[src/rtl/ser_par_pkg.sv]
// ---------------------------------------------------------------------------
// ser_par_pkg : shared types and constants for the comma aligner slice. Rev 1.0
// ---------------------------------------------------------------------------
`default_nettype none

package ser_par_pkg;

    typedef enum logic [1:0] {
        HUNT   = 2'd0,
        VERIFY = 2'd1,
        LOCKED = 2'd2
    } state_e;

    localparam logic [7:0] COMMA_DEFAULT = 8'hBC;

    function automatic int off_w(input int w);
        return (w > 1) ? $clog2(w) : 1;
    endfunction

endpackage

`default_nettype wire

[src/rtl/comma_offset_finder.sv]
// ---------------------------------------------------------------------------
// comma_offset_finder : combinational comma search over a 2-word window. Rev 1.0
// ---------------------------------------------------------------------------
`default_nettype none

module comma_offset_finder
    import ser_par_pkg::*;
#(
    parameter int                WORD_W = 8,
    parameter logic [WORD_W-1:0] COMMA  = WORD_W'(COMMA_DEFAULT),
    parameter int                OFF_W  = off_w(WORD_W)
) (
    input  logic [2*WORD_W-1:0] win_i,
    output logic                hit_o,
    output logic [OFF_W-1:0]    off_o,
    output logic [WORD_W-1:0]   hit_vec_o
);

    logic [WORD_W-1:0] w_hit;

    // Offset k starts k bits after the MSB (earliest bit) of the window.
    for (genvar k = 0; k < WORD_W; k++) begin : g_cand
        assign w_hit[k] = (win_i[2*WORD_W-1-k -: WORD_W] == COMMA);
    end

    always_comb begin
        off_o = '0;
        for (int k = WORD_W - 1; k >= 0; k--) begin
            if (w_hit[k]) begin
                off_o = OFF_W'(k);
            end
        end
    end

    assign hit_o     = |w_hit;
    assign hit_vec_o = w_hit;

endmodule

`default_nettype wire

[src/rtl/comma_aligner_deser.sv]
// ---------------------------------------------------------------------------
// comma_aligner_deser : comma hunt/verify/lock word aligner on clk_f. Rev 1.0
// ---------------------------------------------------------------------------
`default_nettype none

module comma_aligner_deser
    import ser_par_pkg::*;
#(
    parameter int                WORD_W   = 8,
    parameter logic [WORD_W-1:0] COMMA    = WORD_W'(COMMA_DEFAULT),
    parameter int                LOCK_CNT = 4,
    parameter int                LOSS_CNT = 3,
    parameter int                CNT_W    = 4
) (
    input  logic                      clk_f,
    input  logic                      reset,
    input  logic [WORD_W-1:0]         raw_in,
    input  logic                      raw_valid,
    input  logic                      realign,
    output logic [WORD_W-1:0]         par_out,
    output logic                      par_valid,
    output logic                      comma_det,
    output logic                      locked,
    output logic [$clog2(WORD_W)-1:0] align_offset
);

    localparam int OFF_W = off_w(WORD_W);

    state_e              state_q, state_d;
    logic [WORD_W-1:0]   prev_q, prev_d;
    logic [OFF_W-1:0]    offset_q, offset_d;
    logic [CNT_W-1:0]    lock_cnt_q, lock_cnt_d;
    logic [CNT_W-1:0]    loss_cnt_q, loss_cnt_d;
    logic [WORD_W-1:0]   par_out_q, par_out_d;
    logic                par_valid_q, par_valid_d;
    logic                comma_det_q, comma_det_d;

    logic [2*WORD_W-1:0] w_win, w_shift;
    logic [WORD_W-1:0]   w_cand, w_hit_vec, w_self;
    logic [OFF_W-1:0]    w_hit_off;
    logic                w_hit, w_own, w_foreign;
    logic [CNT_W-1:0]    w_lock_inc, w_loss_inc;

    assign w_win  = {prev_q, raw_in};
    assign w_shift = w_win << offset_q;
    assign w_cand = w_shift[2*WORD_W-1 -: WORD_W];
    assign w_own  = (w_cand == COMMA);
    assign w_self = WORD_W'(1) << offset_q;
    assign w_foreign = |(w_hit_vec & ~w_self);

    assign w_lock_inc = (lock_cnt_q == '1) ? lock_cnt_q : lock_cnt_q + 1'b1;
    assign w_loss_inc = (loss_cnt_q == '1) ? loss_cnt_q : loss_cnt_q + 1'b1;

    comma_offset_finder #(
        .WORD_W (WORD_W),
        .COMMA  (COMMA),
        .OFF_W  (OFF_W)
    ) u_finder (
        .win_i     (w_win),
        .hit_o     (w_hit),
        .off_o     (w_hit_off),
        .hit_vec_o (w_hit_vec)
    );

    always_ff @(posedge clk_f) begin
        if (!reset) begin
            state_q     <= HUNT;
            prev_q      <= '0;
            offset_q    <= '0;
            lock_cnt_q  <= '0;
            loss_cnt_q  <= '0;
            par_out_q   <= '0;
            par_valid_q <= 1'b0;
            comma_det_q <= 1'b0;
        end else begin
            state_q     <= state_d;
            prev_q      <= prev_d;
            offset_q    <= offset_d;
            lock_cnt_q  <= lock_cnt_d;
            loss_cnt_q  <= loss_cnt_d;
            par_out_q   <= par_out_d;
            par_valid_q <= par_valid_d;
            comma_det_q <= comma_det_d;
        end
    end

    always_comb begin
        state_d     = state_q;
        prev_d      = raw_valid ? raw_in : prev_q;
        offset_d    = offset_q;
        lock_cnt_d  = lock_cnt_q;
        loss_cnt_d  = loss_cnt_q;
        par_out_d   = par_out_q;
        par_valid_d = 1'b0;
        comma_det_d = comma_det_q;

        if (realign) begin
            state_d    = HUNT;
            lock_cnt_d = '0;
            loss_cnt_d = '0;
        end else if (raw_valid) begin
            case (state_q)
                HUNT: begin
                    if (w_hit) begin
                        offset_d   = w_hit_off;
                        lock_cnt_d = CNT_W'(1);
                        loss_cnt_d = '0;
                        state_d    = (LOCK_CNT == 1) ? LOCKED : VERIFY;
                    end
                end
                VERIFY: begin
                    if (w_own) begin
                        lock_cnt_d = w_lock_inc;
                        if (w_lock_inc == CNT_W'(LOCK_CNT)) begin
                            state_d    = LOCKED;
                            loss_cnt_d = '0;
                        end
                    end else begin
                        state_d    = HUNT;
                        lock_cnt_d = '0;
                    end
                end
                LOCKED: begin
                    par_out_d   = w_cand;
                    par_valid_d = 1'b1;
                    comma_det_d = w_own;
                    if (w_own) begin
                        loss_cnt_d = '0;
                    end else if (w_foreign) begin
                        loss_cnt_d = w_loss_inc;
                        // The loss-triggering word is still presented this cycle.
                        if (w_loss_inc == CNT_W'(LOSS_CNT)) begin
                            state_d    = HUNT;
                            lock_cnt_d = '0;
                            loss_cnt_d = '0;
                        end
                    end
                end
                default: begin
                    state_d    = HUNT;
                    lock_cnt_d = '0;
                    loss_cnt_d = '0;
                end
            endcase
        end
    end

    always_comb begin
        par_out      = par_out_q;
        par_valid    = par_valid_q;
        comma_det    = comma_det_q;
        locked       = (state_q == LOCKED);
        align_offset = offset_q;
    end

endmodule

`default_nettype wire

[config.mk]
export PLATFORM = sky130hd
export DESIGN_NAME = comma_aligner_deser
export DESIGN_NICKNAME = d
export VERILOG_FILES = /design/src/rtl/ser_par_pkg.sv /design/src/rtl/comma_offset_finder.sv /design/src/rtl/comma_aligner_deser.sv
export SDC_FILE = /design/constraint.sdc
export NUM_CORES = 1
export LEC_CHECK = 0
export BUFFER_PORTS_ARGS = -buffer_cell sky130_fd_sc_hd__buf_4
export CAP_MARGIN = 10
export CORE_MARGIN = 10
export CORE_UTILIZATION = 53
export DETAILED_ROUTE_END_ITERATION = 8
export GPL_TIMING_DRIVEN = 0
export PLACE_DENSITY = 0.82
export RECOVER_POWER = 50
export SYNTH_ARGS = -nofsm -noshare
export SYNTH_HDL_FRONTEND = slang
export SYNTH_HIERARCHICAL = 1
export SYNTH_SLANG_ARGS = --single-unit
[constraint.sdc]
create_clock -name clk_f -period 2.2 [get_ports clk_f]
set_input_delay 0.44 -clock clk_f [delete_from_list [all_inputs] [get_ports clk_f]]
set_output_delay 0.44 -clock clk_f [all_outputs]
set_load 0.02 [all_outputs]
# Word level (Yosys, flattened, before mapping)
# Cells that the tools add are included.
[word_totals]
regBits = 31
input_bits = 12
output_inout_bits = 14
wordCells = 81
[op_classes]
n_addsub = 2
n_eq_ne = 23
shifts = 2
muxes = 31
n_bitwise = 5
reduce_logical = 10
[ops]
columns = ["operator", "n"]
rows = [
  ["== test 8 bit, second input constant", 9],
  ["2-to-1 mux 4 bit", 13],
  ["2-to-1 mux 3 bit", 8],
  ["case mux 4 bit (3 select lines)", 2],
  ["OR reduction 8 bit", 2],
  ["<< shifter 16 x 3 -> 16 bit", 1],
  ["2-to-1 mux 2 bit", 6],
  ["AND reduction 5 bit", 2],
  ["adder 4 x 1 -> 4 bit, second input constant", 2],
  ["bitwise AND 8 bit", 1],
  ["== test 4 bit, second input constant", 2],
  ["NOT 8 bit", 1],
  ["<< shifter 1 x 3 -> 8 bit, first input constant", 1],
  ["inequality test 2 x 1 -> 1 bit, second input constant", 3],
  ["inequality test 2 bit, second input constant", 3],
  ["case mux 2 bit (3 select lines)", 1],
  ["AND reduction 6 bit", 1],
  ["== test 4 x 2 -> 1 bit, second input constant", 1],
  ["== test 4 x 3 -> 1 bit, second input constant", 1],
  ["AND reduction 4 bit", 1],
  ["inequality test 3 x 1 -> 1 bit, second input constant", 1],
  ["inequality test 3 bit, second input constant", 1],
  ["NOT 1 bit", 3],
  ["AND reduction 3 bit", 1],
  ["6 further kinds", 6],
]

# Longest topological paths before layout
[logic_depth]
ltp_word = 9
mapped_depth = 11
ltp_nobuf = 9

# Hierarchy
# Netlist, hierarchy kept.
[modules_own_cells]
columns = ["module", "n_inst", "cells_per_inst", "area_per_inst_um2", "seq_area_each_um2"]
rows = [
  ["comma_aligner_deser", 1, 213, 1981.9, 620.6],
  ["comma_offset_finder", 1, 31, 207.7, 0.0],
]

# Worst setup path after synthesis
# OpenSTA, ideal clock, no wires.
[synth_path]
path_kind = "register -> register"
startpoint = "reg offset_q[0], in the netlist align_offset[0]"
endpoint = "reg lock_cnt_q[1]"
setup_time_ns = 0.126
arrival_ns = 2.420
required_time_ns = 2.074
path_slack_ns = -0.346
path_stages_with_launch = 11
n_path_buf = 3
synth_period_minus_slack_ns = 2.546
path_cell_list = "dfxtp_1 -> buf_2 -> buf_4 -> mux2_2 -> a222oi_1 -> nor2_1 -> and4_1 -> buf_6 -> a211o_1 -> o21ai_0 -> a21oi_1"
[synth_between]
elab_chain_len = 6
word_cells_on_any_way = 11
classes_between = "3 x eq/ne; 2 x shift; 2 x mux; 2 x bitwise; 2 x reduce/logical"
[synth_rtl]
columns = ["element", "line", "text"]
rows = [
  ["from (decl)", "comma_aligner_deser.sv:31", "logic [OFF_W-1:0] offset_q, offset_d;"],
  ["from (signal assigned)", "comma_aligner_deser.sv:78", "offset_q <= offset_d;"],
  ["parallel branches: the longest is 6 deep, another holds << shifter 16 x 3 -> 16 bit", "n/a", ""],
  ["to (signal assigned)", "comma_aligner_deser.sv:79", "lock_cnt_q <= lock_cnt_d;"],
  ["to (decl)", "comma_aligner_deser.sv:32", "logic [CNT_W-1:0] lock_cnt_q, lock_cnt_d;"],
]
# Several ways; the timed one is not identified.
# A chain may end at the register's enable or synchronous reset.

# Final worst setup path
[layout_path]
startpoint = "reg prev_q[2]"
endpoint = "reg lock_cnt_q[2]"
[layout_between]
word_cells_on_any_way = 17
classes_between = "10 x eq/ne; 1 x shift; 2 x mux; 1 x bitwise; 3 x reduce/logical"
[layout_lines]
columns = ["element", "line", "text"]
rows = [
  ["from (decl)", "comma_aligner_deser.sv:30", "logic [WORD_W-1:0] prev_q, prev_d;"],
  ["from (signal assigned)", "comma_aligner_deser.sv:77", "prev_q <= prev_d;"],
  ["== test 8 bit", "comma_offset_finder.sv:23", "assign w_hit[k] = (win_i[2*WORD_W-1-k -: WORD_W] == COMMA);"],
  ["via w_hit_vec[2]", "comma_aligner_deser.sv:39", "logic [WORD_W-1:0] w_cand, w_hit_vec, w_self;"],
  ["OR reduction 8 bit", "comma_offset_finder.sv:35", "assign hit_o = |w_hit;"],
  ["via w_hit", "comma_aligner_deser.sv:41", "logic w_hit, w_own, w_foreign;"],
  ["inequality test 2 x 1 -> 1 bit (no source line)", "n/a", ""],
  ["AND reduction 5 bit (no source line)", "n/a", ""],
]
# The timed path passes the listed nets, and every way through them passes these cells.

==> impl_metrics.tcl <==
set metrics [dict create \
    syn_area_per_cell_um2 8.97 \
    outcome "complete, but fails checks" \
    cts-root-buf "clkbuf_8" \
    postRouteAntennaNets 0 \
    place_inst 319 \
    cp_slowest_cell "dfxtp_2" \
    fmax_mhz 399 \
    grt_max_degree 12 \
    port_buffers 25 \
    htreeDepth 2 \
    syn-cell-area_um2 2190 \
    final_nets 307 \
    clock_skew_ps 5.29 \
    slew-limit-headroom 0.541 \
    placed_area_um2 2460 \
    slew_viol_final 0 \
    violations "setup timing" \
    synth_seq_cells 31 \
    cpPeakStageDelay_ps 450 \
    startpoint_type "register" \
    antenna_found_initial 0 \
    fin_cells 344 \
    cts.clk_slew.worst_paths_ps 70 \
    vias 2176 \
    hpwl_mm 4.11 \
    first_pass_iters 5 \
    finalSetupViolations 11 \
    critPathRequiredTime_ps 2360 \
    synth.distinct_cells 52 \
    vias_per_cell 6.33 \
    synth-edff-count 0 \
    fillers 324 \
    hold_ws_ps 429 \
    gp_congestion 0.944 \
    power_uw 1240 \
    cts_tree "done" \
    antenna_cells 0 \
    clk_path_buf_depth 2 \
    critPathMaxFanout 9 \
    cap_viol_max_count 0 \
    layout_commonest_cell "buf_4" \
    min_period_ps 2510 \
    hp-class "in2reg" \
    grt_first_pass_wirelength_mm 10.3 \
    initial_core_util 0.547 \
    layout_common_cells "30 x buf_4, 24 x dfxtp_1, 22 x mux2i_1, 20 x nand2_1, 17 x nor2_1" \
    fin_area_um2 2810 \
    vdd_ir_drop_max_mv 0.298 \
    cts_buffers 5 \
    timing.final.ws_setup_ps -308 \
    arrival_ps 2670 \
    critical_path_class "reg2reg" \
    rows 23 \
    worstMarginPinSlew_ps 688 \
    tns_ps -2350 \
    seq_area_frac_synth 0.283 \
    grt_pass1_vias 2144 \
    syn_inst 244 \
    drive_gt1_frac 0.282 \
    grt_overflow_total 0 \
    die_w_um 84.3 \
    fin_crit_sh 1.14 \
    cellPowerDensity_nw_per_um2 442 \
    dieArea_um2 7100 \
    crit_top_cell "buf_4" \
    synth_ff_type "dfxtp_1" \
    final_hold_viol_count 0 \
    drt_iter0_drc 180 \
    die_h_um 84.3 \
    cts_sinks 31 \
    grt_util_all_layers 0.171 \
    endpoint_kind "register" \
    io_pins 26 \
    routedWlPerCell_um 18.1 \
    clk_latency_ps 290 \
    routed_wl_mm 6.24 \
    yosys_warnings 6 \
    crit_chain "nand2b_1, nor3_1, nor2_1, nand4_1, o31ai_4, a41o_1, a211oi_4, buf_4, buf_4, a211oi_2" \
    coreArea_um2 4000 \
    syn_nets 258 \
    synthArstFlopShare 0 \
    drc 0 \
    power_leakage_uw 0.00110 \
    area_delta_synth_final_pct 28.5 \
    rsz0062_at_grt "yes" \
]
## worst paths after layout
kind,from,to,slack [ps],cells past startpoint
max,prev_q[2],lock_cnt_q[2],-310,10
max reg2reg,prev_q[2],lock_cnt_q[2],-310,10
min reg2reg,par_out[2],par_out[2],510,1
min,raw_in[0],prev_q[0],430,3
## sequential cells by signal, summed over array words and instances (netlist names)
register      cells
align_offset      3
par_out           8
par_valid         1
loss_cnt_q        4
lock_cnt_q        4
state_q           2
prev_q            8
comma_det         1
## metrics by stage
| stage | worst slack [ps] | utilization |
|---|---|---|
| 2_1_floorplan | -146 | - |
| 3_3_place_gp | -447 | 0.615 |
| 3_5_place_dp | -471 | 0.615 |
| 4_1_cts | -175 | 0.693 |
| 5_1_grt | -429 | 0.703 |
| 6_report | -308 | 0.703 |
## repair_timing
action                                  in CTS  in global routing
pin swaps                                   11                 11
endpoints found under the setup margin      18                 12
resized for setup                           29                 11
hold buffers                                 0                  0
buffers inserted                            17                  5
## where the power goes
group | internal (µW) | switching [µW]
clock | 285 | 234
combinational | 68.4 | 65.4
sequential | 568 | 22.5
total | 921 | 322
## worst max-delay path, delay by kind of cell (launching register included)
kind | cells | cell delay, ps
and+or+nand+nor | 4 | 910
DFF | 1 | 450
buffers and inverters | 2 | 270
AOI/OAI and AO/OA | 4 | 740
## synthesized netlist by cell type (all sizes together), types with 3 or more instances
library cell  number  share of area
a211oi             7          0.032
nand4              3         0.0086
nand4b             6          0.024
a31oi              4          0.011
dfxtp             31           0.28
o22ai              6          0.017
nand2b            10          0.029
mux2               3          0.015
buf                6          0.021
nor4               4          0.020
clkbuf             5         0.0086
and2               7          0.020
a21oi              7          0.016
o211a              7          0.032
nor2              19          0.033
nor3               5          0.011
mux4               6          0.067
o21ai              5          0.011
nor2b             15          0.043
o2bb2ai            3          0.012
nand3              4         0.0091
mux2i             22           0.10
nor4b              4          0.022
nand2             21          0.036
inv                6          0.010
nor3b              4          0.014
a211o              3          0.012
## kinds of logic (layout without fill, tap and decap cells)
group                    after synthesis  count (layout)  share of synthesized area
adder cells (fa/ha/maj)                2               2                     0.0114
buffers and inverters                 17              67                     0.0394
flip-flops                            31              31                      0.283
AND/OR/NAND/NOR                      106             106                      0.281
XOR/XNOR                               2               2                    0.00800
AO/OA/AOI/OAI                         55              55                      0.194
multiplexers                          31              31                      0.183
## metal layers
metal / vias up / part of all wire / GRT usage
met1: 1058 / 0.44 / 0.202
met5: - / 0 / 0
met2: 84 / 0.50 / 0.295
li1: 1024 / - / -
met4: 0 / 0.015 / 0.0548
met3: 10 / 0.054 / 0.0415
## area by class of cell
cell class                 count  area [µm²]  share of cell area
timing repair buffer          44         308               0.109
buffer                         9        65.1              0.0231
sequential                    31         637               0.226
multi-input combinational    196        1620               0.574
clock buffer                   7        96.3              0.0342
clock inverter                 1        7.51             0.00267
inverter                       6        22.5             0.00800
tap                           50        62.6              0.0222
No activity file was read; power rests on OpenSTA's default activity.
